==> config.mk <==
export PLATFORM = sky130hd
export DESIGN_NAME = iact_router_buffered_flat
export DESIGN_NICKNAME = d
export VERILOG_FILES = /design/src/rtl/iact_router_buffered_if.sv /design/src/rtl/iact_router_buffered.sv /design/src/flat_wrapper.sv
export SDC_FILE = /design/constraint.sdc
export NUM_CORES = 1
export LEC_CHECK = 0
export ABC_CLOCK_PERIOD_IN_PS = 3100
export CELL_PAD_IN_SITES_DETAIL_PLACEMENT = 0
export CELL_PAD_IN_SITES_GLOBAL_PLACEMENT = 1
export CORE_MARGIN = 1.5
export CORE_UTILIZATION = 31
export DETAILED_ROUTE_END_ITERATION = 12
export GPL_TIMING_DRIVEN = 0
export PLACE_DENSITY_LB_ADDON = 0.1
export SLEW_MARGIN = 20
export SYNTH_ARGS = -nofsm -noshare
export SYNTH_HDL_FRONTEND = slang
export SYNTH_SLANG_ARGS = --single-unit
==> constraint.sdc <==
create_clock -name clk -period 3.1 [get_ports clk]
set_input_delay 0.93 -clock clk [delete_from_list [all_inputs] [get_ports clk]]
set_output_delay 0.93 -clock clk [all_outputs]
set_load 0.01 [all_outputs]
==> src/rtl/iact_router_buffered_if.sv <==
`default_nettype none
// +----------------------------------------------------------------------------+
// | Module   : iact_router_buffered_if                                         |
// | Brief    : valid/ready handshake channel carrying one W-bit payload lane.  |
// | Revision : 1.0 - initial release                                           |
// +----------------------------------------------------------------------------+
interface iact_router_buffered_if #(
  parameter int W = 8
);
  logic         valid;
  logic [W-1:0] data;
  logic         ready;

  modport master (output valid, output data, input ready);
  modport slave  (input valid, input data, output ready);
endinterface
`default_nettype wire

==> src/rtl/iact_router_buffered.sv <==
`default_nettype none
// +----------------------------------------------------------------------------+
// | Module   : iact_router_buffered                                            |
// | Brief    : 4-source / 4-destination buffered iact router, one FIFO per     |
// |            lane with per-destination served tracking for multicast.        |
// |            Optional select lock: define IACT_ROUTER_SEL_LOCK_EN.           |
// | Revision : 1.0 - initial release                                           |
// +----------------------------------------------------------------------------+

module iact_router_buffered_lane #(
  parameter int W          = 8,
  parameter int FIFO_DEPTH = 2
) (
  input  logic                clk,
  input  logic                rst_n,
  input  logic [1:0]          in_sel_i,
  input  logic [3:0]          en_i,
  input  logic [3:0]          in_valid_i,
  input  logic [3:0][W-1:0]   in_data_i,
  output logic [3:0]          in_ready_o,
  output logic [3:0]          out_valid_o,
  output logic [W-1:0]        out_data_o,
  input  logic [3:0]          out_ready_i,
  output logic                busy_o
);
  localparam int CNT_W = $clog2(FIFO_DEPTH + 1);
  localparam int PTR_W = (FIFO_DEPTH > 1) ? $clog2(FIFO_DEPTH) : 1;
  localparam logic [CNT_W-1:0] C_DEPTH = CNT_W'(FIFO_DEPTH);
  localparam logic [PTR_W-1:0] C_LAST  = PTR_W'(FIFO_DEPTH - 1);

  logic [W-1:0]     mem_q [FIFO_DEPTH];
  logic [PTR_W-1:0] wptr_q, wptr_d;
  logic [PTR_W-1:0] rptr_q, rptr_d;
  logic [CNT_W-1:0] count_q, count_d;
  logic [3:0]       served_q, served_d;

  logic       w_not_full;
  logic       w_not_empty;
  logic       w_push;
  logic       w_pop;
  logic [3:0] w_hs;

  function automatic logic [PTR_W-1:0] next_ptr(input logic [PTR_W-1:0] p);
    return (p == C_LAST) ? '0 : p + 1'b1;
  endfunction

  assign w_not_full  = (count_q < C_DEPTH);
  assign w_not_empty = (count_q != '0);

  generate
    for (genvar g = 0; g < 4; g++) begin : g_in_ready
      assign in_ready_o[g] = (in_sel_i == 2'(g)) & w_not_full;
    end
  endgenerate

  assign w_push      = in_valid_i[in_sel_i] & w_not_full;
  assign out_valid_o = {4{w_not_empty}} & en_i & ~served_q;
  assign out_data_o  = mem_q[rptr_q];
  assign w_hs        = out_valid_o & out_ready_i;
  // Pop once every enabled destination has taken the head, now or earlier.
  assign w_pop       = w_not_empty & ((en_i & ~(served_q | w_hs)) == 4'b0000);
  assign busy_o      = w_not_empty | (served_q != 4'b0000);

  always_comb begin
    wptr_d   = wptr_q;
    rptr_d   = rptr_q;
    count_d  = count_q;
    served_d = served_q | w_hs;
    if (w_push) begin
      wptr_d = next_ptr(wptr_q);
    end
    if (w_pop) begin
      rptr_d   = next_ptr(rptr_q);
      served_d = 4'b0000;
    end
    case ({w_push, w_pop})
      2'b10:   count_d = count_q + 1'b1;
      2'b01:   count_d = count_q - 1'b1;
      default: count_d = count_q;
    endcase
  end

  always_ff @(posedge clk or negedge rst_n) begin
    if (!rst_n) begin
      wptr_q   <= '0;
      rptr_q   <= '0;
      count_q  <= '0;
      served_q <= 4'b0000;
    end else begin
      wptr_q   <= wptr_d;
      rptr_q   <= rptr_d;
      count_q  <= count_d;
      served_q <= served_d;
    end
  end

  // Storage carries no reset; validity is tracked by count alone.
  always_ff @(posedge clk) begin
    if (w_push) begin
      mem_q[wptr_q] <= in_data_i[in_sel_i];
    end
  end
endmodule

module iact_router_buffered #(
  parameter int ADDR_W     = 7,
  parameter int DATA_W     = 12,
  parameter int FIFO_DEPTH = 2
) (
  input  logic                         clk,
  input  logic                         rst_n,
  iact_router_buffered_if.slave        GLB_address_in,
  iact_router_buffered_if.slave        north_address_in,
  iact_router_buffered_if.slave        south_address_in,
  iact_router_buffered_if.slave        horiz_address_in,
  iact_router_buffered_if.slave        GLB_data_in,
  iact_router_buffered_if.slave        north_data_in,
  iact_router_buffered_if.slave        south_data_in,
  iact_router_buffered_if.slave        horiz_data_in,
  iact_router_buffered_if.master       PE_address_out,
  iact_router_buffered_if.master       north_address_out,
  iact_router_buffered_if.master       south_address_out,
  iact_router_buffered_if.master       horiz_address_out,
  iact_router_buffered_if.master       PE_data_out,
  iact_router_buffered_if.master       north_data_out,
  iact_router_buffered_if.master       south_data_out,
  iact_router_buffered_if.master       horiz_data_out,
  input  logic [1:0]                   data_in_sel,
  input  logic [1:0]                   data_out_sel,
  output logic                         busy
);
  // Bit order on all 4-bit vectors: [0] GLB/PE, [1] north, [2] south, [3] horiz.
  logic [1:0]              w_in_sel;
  logic [1:0]              w_out_sel;
  logic [3:0]              w_en;

  logic [3:0]              w_a_in_valid,  w_d_in_valid;
  logic [3:0][ADDR_W-1:0]  w_a_in_data;
  logic [3:0][DATA_W-1:0]  w_d_in_data;
  logic [3:0]              w_a_in_ready,  w_d_in_ready;
  logic [3:0]              w_a_out_valid, w_d_out_valid;
  logic [3:0]              w_a_out_ready, w_d_out_ready;
  logic [ADDR_W-1:0]       w_a_head;
  logic [DATA_W-1:0]       w_d_head;
  logic                    w_a_busy, w_d_busy;

`ifdef IACT_ROUTER_SEL_LOCK_EN
  logic [1:0] in_sel_q;
  logic [1:0] out_sel_q;

  // Selects only follow the inputs while both lanes are drained.
  always_ff @(posedge clk or negedge rst_n) begin
    if (!rst_n) begin
      in_sel_q  <= 2'd0;
      out_sel_q <= 2'd0;
    end else if (!busy) begin
      in_sel_q  <= data_in_sel;
      out_sel_q <= data_out_sel;
    end
  end

  assign w_in_sel  = in_sel_q;
  assign w_out_sel = out_sel_q;
`else
  assign w_in_sel  = data_in_sel;
  assign w_out_sel = data_out_sel;
`endif

  always_comb begin
    w_en = 4'b0001;
    case (w_out_sel)
      2'd0:    w_en = 4'b0001;
      2'd1:    w_en = 4'b1001;
      2'd2:    w_en = 4'b0111;
      default: w_en = 4'b1111;
    endcase
  end

  assign w_a_in_valid = {horiz_address_in.valid, south_address_in.valid,
                         north_address_in.valid, GLB_address_in.valid};
  assign w_a_in_data  = {horiz_address_in.data, south_address_in.data,
                         north_address_in.data, GLB_address_in.data};
  assign w_d_in_valid = {horiz_data_in.valid, south_data_in.valid,
                         north_data_in.valid, GLB_data_in.valid};
  assign w_d_in_data  = {horiz_data_in.data, south_data_in.data,
                         north_data_in.data, GLB_data_in.data};

  assign GLB_address_in.ready   = w_a_in_ready[0];
  assign north_address_in.ready = w_a_in_ready[1];
  assign south_address_in.ready = w_a_in_ready[2];
  assign horiz_address_in.ready = w_a_in_ready[3];
  assign GLB_data_in.ready      = w_d_in_ready[0];
  assign north_data_in.ready    = w_d_in_ready[1];
  assign south_data_in.ready    = w_d_in_ready[2];
  assign horiz_data_in.ready    = w_d_in_ready[3];

  assign w_a_out_ready = {horiz_address_out.ready, south_address_out.ready,
                          north_address_out.ready, PE_address_out.ready};
  assign w_d_out_ready = {horiz_data_out.ready, south_data_out.ready,
                          north_data_out.ready, PE_data_out.ready};

  assign PE_address_out.valid    = w_a_out_valid[0];
  assign north_address_out.valid = w_a_out_valid[1];
  assign south_address_out.valid = w_a_out_valid[2];
  assign horiz_address_out.valid = w_a_out_valid[3];
  assign PE_address_out.data     = w_a_head;
  assign north_address_out.data  = w_a_head;
  assign south_address_out.data  = w_a_head;
  assign horiz_address_out.data  = w_a_head;

  assign PE_data_out.valid       = w_d_out_valid[0];
  assign north_data_out.valid    = w_d_out_valid[1];
  assign south_data_out.valid    = w_d_out_valid[2];
  assign horiz_data_out.valid    = w_d_out_valid[3];
  assign PE_data_out.data        = w_d_head;
  assign north_data_out.data     = w_d_head;
  assign south_data_out.data     = w_d_head;
  assign horiz_data_out.data     = w_d_head;

  iact_router_buffered_lane #(
    .W          (ADDR_W),
    .FIFO_DEPTH (FIFO_DEPTH)
  ) u_addr_lane (
    .clk         (clk),
    .rst_n       (rst_n),
    .in_sel_i    (w_in_sel),
    .en_i        (w_en),
    .in_valid_i  (w_a_in_valid),
    .in_data_i   (w_a_in_data),
    .in_ready_o  (w_a_in_ready),
    .out_valid_o (w_a_out_valid),
    .out_data_o  (w_a_head),
    .out_ready_i (w_a_out_ready),
    .busy_o      (w_a_busy)
  );

  iact_router_buffered_lane #(
    .W          (DATA_W),
    .FIFO_DEPTH (FIFO_DEPTH)
  ) u_data_lane (
    .clk         (clk),
    .rst_n       (rst_n),
    .in_sel_i    (w_in_sel),
    .en_i        (w_en),
    .in_valid_i  (w_d_in_valid),
    .in_data_i   (w_d_in_data),
    .in_ready_o  (w_d_in_ready),
    .out_valid_o (w_d_out_valid),
    .out_data_o  (w_d_head),
    .out_ready_i (w_d_out_ready),
    .busy_o      (w_d_busy)
  );

  assign busy = w_a_busy | w_d_busy;
endmodule
`default_nettype wire

==> src/flat_wrapper.sv <==
// flat-port wrapper written by rule: the top's interface ports become plain ports
module iact_router_buffered_flat 
#(
  parameter int ADDR_W     = 7,
  parameter int DATA_W     = 12,
  parameter int FIFO_DEPTH = 2
)
  (clk, rst_n, data_in_sel, data_out_sel, busy, GLB_address_in_valid, GLB_address_in_data, GLB_address_in_ready, north_address_in_valid, north_address_in_data, north_address_in_ready, south_address_in_valid, south_address_in_data, south_address_in_ready, horiz_address_in_valid, horiz_address_in_data, horiz_address_in_ready, GLB_data_in_valid, GLB_data_in_data, GLB_data_in_ready, north_data_in_valid, north_data_in_data, north_data_in_ready, south_data_in_valid, south_data_in_data, south_data_in_ready, horiz_data_in_valid, horiz_data_in_data, horiz_data_in_ready, PE_address_out_valid, PE_address_out_data, PE_address_out_ready, north_address_out_valid, north_address_out_data, north_address_out_ready, south_address_out_valid, south_address_out_data, south_address_out_ready, horiz_address_out_valid, horiz_address_out_data, horiz_address_out_ready, PE_data_out_valid, PE_data_out_data, PE_data_out_ready, north_data_out_valid, north_data_out_data, north_data_out_ready, south_data_out_valid, south_data_out_data, south_data_out_ready, horiz_data_out_valid, horiz_data_out_data, horiz_data_out_ready);
  iact_router_buffered_if #(.W(ADDR_W)) GLB_address_in_i ();
  iact_router_buffered_if #(.W(ADDR_W)) north_address_in_i ();
  iact_router_buffered_if #(.W(ADDR_W)) south_address_in_i ();
  iact_router_buffered_if #(.W(ADDR_W)) horiz_address_in_i ();
  iact_router_buffered_if #(.W(DATA_W)) GLB_data_in_i ();
  iact_router_buffered_if #(.W(DATA_W)) north_data_in_i ();
  iact_router_buffered_if #(.W(DATA_W)) south_data_in_i ();
  iact_router_buffered_if #(.W(DATA_W)) horiz_data_in_i ();
  iact_router_buffered_if #(.W(ADDR_W)) PE_address_out_i ();
  iact_router_buffered_if #(.W(ADDR_W)) north_address_out_i ();
  iact_router_buffered_if #(.W(ADDR_W)) south_address_out_i ();
  iact_router_buffered_if #(.W(ADDR_W)) horiz_address_out_i ();
  iact_router_buffered_if #(.W(DATA_W)) PE_data_out_i ();
  iact_router_buffered_if #(.W(DATA_W)) north_data_out_i ();
  iact_router_buffered_if #(.W(DATA_W)) south_data_out_i ();
  iact_router_buffered_if #(.W(DATA_W)) horiz_data_out_i ();
  input  logic clk;
  input  logic rst_n;
  input  logic [1:0] data_in_sel;
  input  logic [1:0] data_out_sel;
  output logic busy;
  input wire logic [$bits(GLB_address_in_i.valid)-1:0] GLB_address_in_valid;
  input wire logic [$bits(GLB_address_in_i.data)-1:0] GLB_address_in_data;
  output wire logic [$bits(GLB_address_in_i.ready)-1:0] GLB_address_in_ready;
  input wire logic [$bits(north_address_in_i.valid)-1:0] north_address_in_valid;
  input wire logic [$bits(north_address_in_i.data)-1:0] north_address_in_data;
  output wire logic [$bits(north_address_in_i.ready)-1:0] north_address_in_ready;
  input wire logic [$bits(south_address_in_i.valid)-1:0] south_address_in_valid;
  input wire logic [$bits(south_address_in_i.data)-1:0] south_address_in_data;
  output wire logic [$bits(south_address_in_i.ready)-1:0] south_address_in_ready;
  input wire logic [$bits(horiz_address_in_i.valid)-1:0] horiz_address_in_valid;
  input wire logic [$bits(horiz_address_in_i.data)-1:0] horiz_address_in_data;
  output wire logic [$bits(horiz_address_in_i.ready)-1:0] horiz_address_in_ready;
  input wire logic [$bits(GLB_data_in_i.valid)-1:0] GLB_data_in_valid;
  input wire logic [$bits(GLB_data_in_i.data)-1:0] GLB_data_in_data;
  output wire logic [$bits(GLB_data_in_i.ready)-1:0] GLB_data_in_ready;
  input wire logic [$bits(north_data_in_i.valid)-1:0] north_data_in_valid;
  input wire logic [$bits(north_data_in_i.data)-1:0] north_data_in_data;
  output wire logic [$bits(north_data_in_i.ready)-1:0] north_data_in_ready;
  input wire logic [$bits(south_data_in_i.valid)-1:0] south_data_in_valid;
  input wire logic [$bits(south_data_in_i.data)-1:0] south_data_in_data;
  output wire logic [$bits(south_data_in_i.ready)-1:0] south_data_in_ready;
  input wire logic [$bits(horiz_data_in_i.valid)-1:0] horiz_data_in_valid;
  input wire logic [$bits(horiz_data_in_i.data)-1:0] horiz_data_in_data;
  output wire logic [$bits(horiz_data_in_i.ready)-1:0] horiz_data_in_ready;
  output wire logic [$bits(PE_address_out_i.valid)-1:0] PE_address_out_valid;
  output wire logic [$bits(PE_address_out_i.data)-1:0] PE_address_out_data;
  input wire logic [$bits(PE_address_out_i.ready)-1:0] PE_address_out_ready;
  output wire logic [$bits(north_address_out_i.valid)-1:0] north_address_out_valid;
  output wire logic [$bits(north_address_out_i.data)-1:0] north_address_out_data;
  input wire logic [$bits(north_address_out_i.ready)-1:0] north_address_out_ready;
  output wire logic [$bits(south_address_out_i.valid)-1:0] south_address_out_valid;
  output wire logic [$bits(south_address_out_i.data)-1:0] south_address_out_data;
  input wire logic [$bits(south_address_out_i.ready)-1:0] south_address_out_ready;
  output wire logic [$bits(horiz_address_out_i.valid)-1:0] horiz_address_out_valid;
  output wire logic [$bits(horiz_address_out_i.data)-1:0] horiz_address_out_data;
  input wire logic [$bits(horiz_address_out_i.ready)-1:0] horiz_address_out_ready;
  output wire logic [$bits(PE_data_out_i.valid)-1:0] PE_data_out_valid;
  output wire logic [$bits(PE_data_out_i.data)-1:0] PE_data_out_data;
  input wire logic [$bits(PE_data_out_i.ready)-1:0] PE_data_out_ready;
  output wire logic [$bits(north_data_out_i.valid)-1:0] north_data_out_valid;
  output wire logic [$bits(north_data_out_i.data)-1:0] north_data_out_data;
  input wire logic [$bits(north_data_out_i.ready)-1:0] north_data_out_ready;
  output wire logic [$bits(south_data_out_i.valid)-1:0] south_data_out_valid;
  output wire logic [$bits(south_data_out_i.data)-1:0] south_data_out_data;
  input wire logic [$bits(south_data_out_i.ready)-1:0] south_data_out_ready;
  output wire logic [$bits(horiz_data_out_i.valid)-1:0] horiz_data_out_valid;
  output wire logic [$bits(horiz_data_out_i.data)-1:0] horiz_data_out_data;
  input wire logic [$bits(horiz_data_out_i.ready)-1:0] horiz_data_out_ready;
  assign GLB_address_in_i.valid = GLB_address_in_valid;
  assign GLB_address_in_i.data = GLB_address_in_data;
  assign GLB_address_in_ready = GLB_address_in_i.ready;
  assign north_address_in_i.valid = north_address_in_valid;
  assign north_address_in_i.data = north_address_in_data;
  assign north_address_in_ready = north_address_in_i.ready;
  assign south_address_in_i.valid = south_address_in_valid;
  assign south_address_in_i.data = south_address_in_data;
  assign south_address_in_ready = south_address_in_i.ready;
  assign horiz_address_in_i.valid = horiz_address_in_valid;
  assign horiz_address_in_i.data = horiz_address_in_data;
  assign horiz_address_in_ready = horiz_address_in_i.ready;
  assign GLB_data_in_i.valid = GLB_data_in_valid;
  assign GLB_data_in_i.data = GLB_data_in_data;
  assign GLB_data_in_ready = GLB_data_in_i.ready;
  assign north_data_in_i.valid = north_data_in_valid;
  assign north_data_in_i.data = north_data_in_data;
  assign north_data_in_ready = north_data_in_i.ready;
  assign south_data_in_i.valid = south_data_in_valid;
  assign south_data_in_i.data = south_data_in_data;
  assign south_data_in_ready = south_data_in_i.ready;
  assign horiz_data_in_i.valid = horiz_data_in_valid;
  assign horiz_data_in_i.data = horiz_data_in_data;
  assign horiz_data_in_ready = horiz_data_in_i.ready;
  assign PE_address_out_valid = PE_address_out_i.valid;
  assign PE_address_out_data = PE_address_out_i.data;
  assign PE_address_out_i.ready = PE_address_out_ready;
  assign north_address_out_valid = north_address_out_i.valid;
  assign north_address_out_data = north_address_out_i.data;
  assign north_address_out_i.ready = north_address_out_ready;
  assign south_address_out_valid = south_address_out_i.valid;
  assign south_address_out_data = south_address_out_i.data;
  assign south_address_out_i.ready = south_address_out_ready;
  assign horiz_address_out_valid = horiz_address_out_i.valid;
  assign horiz_address_out_data = horiz_address_out_i.data;
  assign horiz_address_out_i.ready = horiz_address_out_ready;
  assign PE_data_out_valid = PE_data_out_i.valid;
  assign PE_data_out_data = PE_data_out_i.data;
  assign PE_data_out_i.ready = PE_data_out_ready;
  assign north_data_out_valid = north_data_out_i.valid;
  assign north_data_out_data = north_data_out_i.data;
  assign north_data_out_i.ready = north_data_out_ready;
  assign south_data_out_valid = south_data_out_i.valid;
  assign south_data_out_data = south_data_out_i.data;
  assign south_data_out_i.ready = south_data_out_ready;
  assign horiz_data_out_valid = horiz_data_out_i.valid;
  assign horiz_data_out_data = horiz_data_out_i.data;
  assign horiz_data_out_i.ready = horiz_data_out_ready;
  iact_router_buffered #(.ADDR_W(ADDR_W), .DATA_W(DATA_W), .FIFO_DEPTH(FIFO_DEPTH)) u_core (.clk(clk), .rst_n(rst_n), .GLB_address_in(GLB_address_in_i), .north_address_in(north_address_in_i), .south_address_in(south_address_in_i), .horiz_address_in(horiz_address_in_i), .GLB_data_in(GLB_data_in_i), .north_data_in(north_data_in_i), .south_data_in(south_data_in_i), .horiz_data_in(horiz_data_in_i), .PE_address_out(PE_address_out_i), .north_address_out(north_address_out_i), .south_address_out(south_address_out_i), .horiz_address_out(horiz_address_out_i), .PE_data_out(PE_data_out_i), .north_data_out(north_data_out_i), .south_data_out(south_data_out_i), .horiz_data_out(horiz_data_out_i), .data_in_sel(data_in_sel), .data_out_sel(data_out_sel), .busy(busy));
endmodule
==> out/metrics.cfg <==
[outcome]
status=completed

[global_route]
grt_max_degree=18
grt_first_pass_wirelength_um=13500
grt-ovfl-total=0
track_usage=0.153
antenna_found_initial=1
grt_pass1_vias=2743

[clock_network]
numCtsBuffers=5
path_clk_slew_ns=0.10
cts-root-buf=clkbuf_8
cts_max_path_buffers=2
clkSinkCount=54
insertion_delay_ns=0.30
cts.htree.levels=2
cts_tree=done

[final_layout]
drive_above_1_share=0.252
final_area_sq_um=5570
final_common_cell=clkdlybuf4s50_1
nets=560
area_delta_synth_final_pct=65.2
final_cell_mix=clkdlybuf4s50_1, buf_4, edfxtp_1

[floorplanning]
rows=37
core_sq_um=10400
fp.dieH_um=107
start_util=0.323
die-area_sq_um=11500
dieWidth_um=107
io-pin-count=191

[synth]
async_reset_ff_frac=0.296
synth_cells=265
synthTopCellsByArea=edfxtp_1, buf_4, dfrtp_1
yosys_warnings=0
ys_seq_area_frac=0.457
synthesis.area_sq_um=3370
synth_edf_count=38
synth_cell_types=40
synth_top_cell_by_area=edfxtp_1
syn_avg_cell_area_sq_um=12.7
synth_ff_type=edfxtp_1
synth_nets=365
yosysTopAreaCellShare=0.339
ys_seq_elements=54

[timing]
setup_tns_ns=0
finClkSkew_ns=0.00449
rsz0062_at_grt=no
worst_pin_slew_ns=0.993
hold_viol=0
max_freq_mhz=332
maxSlewViolCount=0
period_needed_ns=3.01
worst_slew_margin_rel=0.335
fin_crit_sh=0.972
setup_viol_count_final=0

[placed_design]
dp_hpwl_um=7380
dpl_cell_area_sq_um=5440
gp_congestion=0.775
io_buffers=190

[setup_path]
critPathKind=in2out
cp_cell_sequence=clkdlybuf4s50_1 > buf_12 > nor3b_1 > dlygate4sd2_1
reg2reg_depth=7
crit_fanout=10
reg2reg_from=u_core.u_addr_lane.count_q[0]
cp.arrival_ns=2.08
start_kind=input port
critPathRequiredTime_ns=2.17
max_stage_delay_ns=0.54
slowest_stage=clkdlybuf4s50_1
reg2reg_to=u_core.u_addr_lane.count_q[1]
endpoint_kind=output pin
r2r_slack_ns=1.19

[drt]
route.top_layer_used=met4
wl_met3_um=815
wirelength_um=9050
num_vias=2757
wl_per_cell_um=15.1
drtPass1Iterations=7
drc=0
ant_nets=0
wl_met1_um=3550
via_per_inst=4.61
drt_iter0_markers=76
dr_wl_met2_um=4620

[worst_hold_path]
holdPathStages=1
min_path_type=reg2reg
holdPathEnd=u_core.u_addr_lane.wptr_q
min_from=u_core.u_addr_lane.wptr_q

[pwr]
p_leak_nw=2.17
totalPowerFinal_mw=4.40
irDropWorstVdd_uv=404
power.density_nw_per_um2=791

[flow_run]
max-cap-violations=0

## worst max-delay path by stage
stage                                    startpoint                        end
after global routing                 data_in_sel[1]     south_address_in_ready
final                                data_in_sel[1]     south_address_in_ready
after global placement               data_in_sel[1]        south_data_in_ready
after CTS                 u_core.u_addr_lane.rptr_q  north_address_out_data[3]
after floorplan                      data_in_sel[1]     south_address_in_ready
after detailed placement             data_in_sel[1]     south_address_in_ready
## layer usage
metal	GRT usage	up-vias
met5	0	-
met4	0.0324	0
met3	0.0478	6
met2	0.277	118
met1	0.177	1306
li1	-	1327
## synthesized netlist by cell type (3+ instances only)
| cell | n |
|---|---|
| mux4_2 | 15 |
| nand3_1 | 3 |
| edfxtp_1 | 38 |
| buf_4 | 58 |
| xnor2_1 | 6 |
| mux4_1 | 6 |
| o22ai_1 | 3 |
| a21oi_1 | 7 |
| nand2_1 | 7 |
| nor3b_1 | 6 |
| o2111ai_1 | 3 |
| dfrtp_1 | 16 |
| nor3_1 | 3 |
| o21ai_0 | 5 |
| buf_6 | 3 |
| mux2_2 | 19 |
| nor2_1 | 21 |
| a31oi_1 | 5 |
| buf_2 | 6 |
| clkbuf_1 | 5 |
## cell type report
cell class / instances / area (sq um)
Antenna cell: 1 / 2.50
Sequential cell: 54 / 1540
Multi-Input combinational cell: 137 / 1300
Inverter: 2 / 7.51
Clock inverter: 3 / 43.8
Timing Repair Buffer: 193 / 1910
Tap cell: 136 / 170
Fill cell: 928 / 4850
Clock buffer: 5 / 68.8
Buffer: 67 / 524
## through the flow
step	utilization	std cells	hold slack, ns	worst slack (ns)
after floorplan	-	265	0.467	0.436
after global placement	0.522	591	0.482	-0.756
after detailed placement	0.522	591	0.487	-0.803
after CTS	0.535	598	0.504	0.0149
after global routing	0.534	597	0.539	0.00140
final	0.535	598	0.500	0.0873
## cell families after synthesis
kind of cell             count (synthesis)  share of synthesized area
XOR/XNOR                                 8                     0.0208
adder cells (fa/ha/maj)                  2                    0.00743
AND/OR/NAND/NOR                         54                     0.0832
buffers and inverters                   74                      0.156
flip-flops                              54                      0.457
AO/OA/AOI/OAI                           33                     0.0646
multiplexers                            40                      0.211
## repair_timing
| item | in CTS | in global routing |
|---|---|---|
| endpoints found under the setup margin | 42 | 25 |
| gates resized for setup | 19 | 1 |
| gates cloned | 0 | 0 |
| buffers inserted | 3 | 0 |
| hold buffers | 0 | 0 |
## critical path, delay by kind of cell
family / cells / cell delay, ns
buffers and inverters: 3 / 0.98
and+or+nand+nor: 1 / 0.18
## state kept, by name (all words and copies together) (netlist names), 2 cells and up
register	count
u_core.u_data_lane.count_q	2
u_core.u_data_lane.served_q	4
u_core.u_addr_lane.count_q	2
u_core.u_data_lane.mem_q	24
u_core.u_addr_lane.served_q	4
u_core.u_addr_lane.mem_q	14
## power breakdown
group	switching [mW]	internal [mW]
Clock	0.227	0.242
Sequential	0.163	1.01
Combinational	1.07	1.70
Total	1.46	2.95
(Power assumes the default switching activity.)
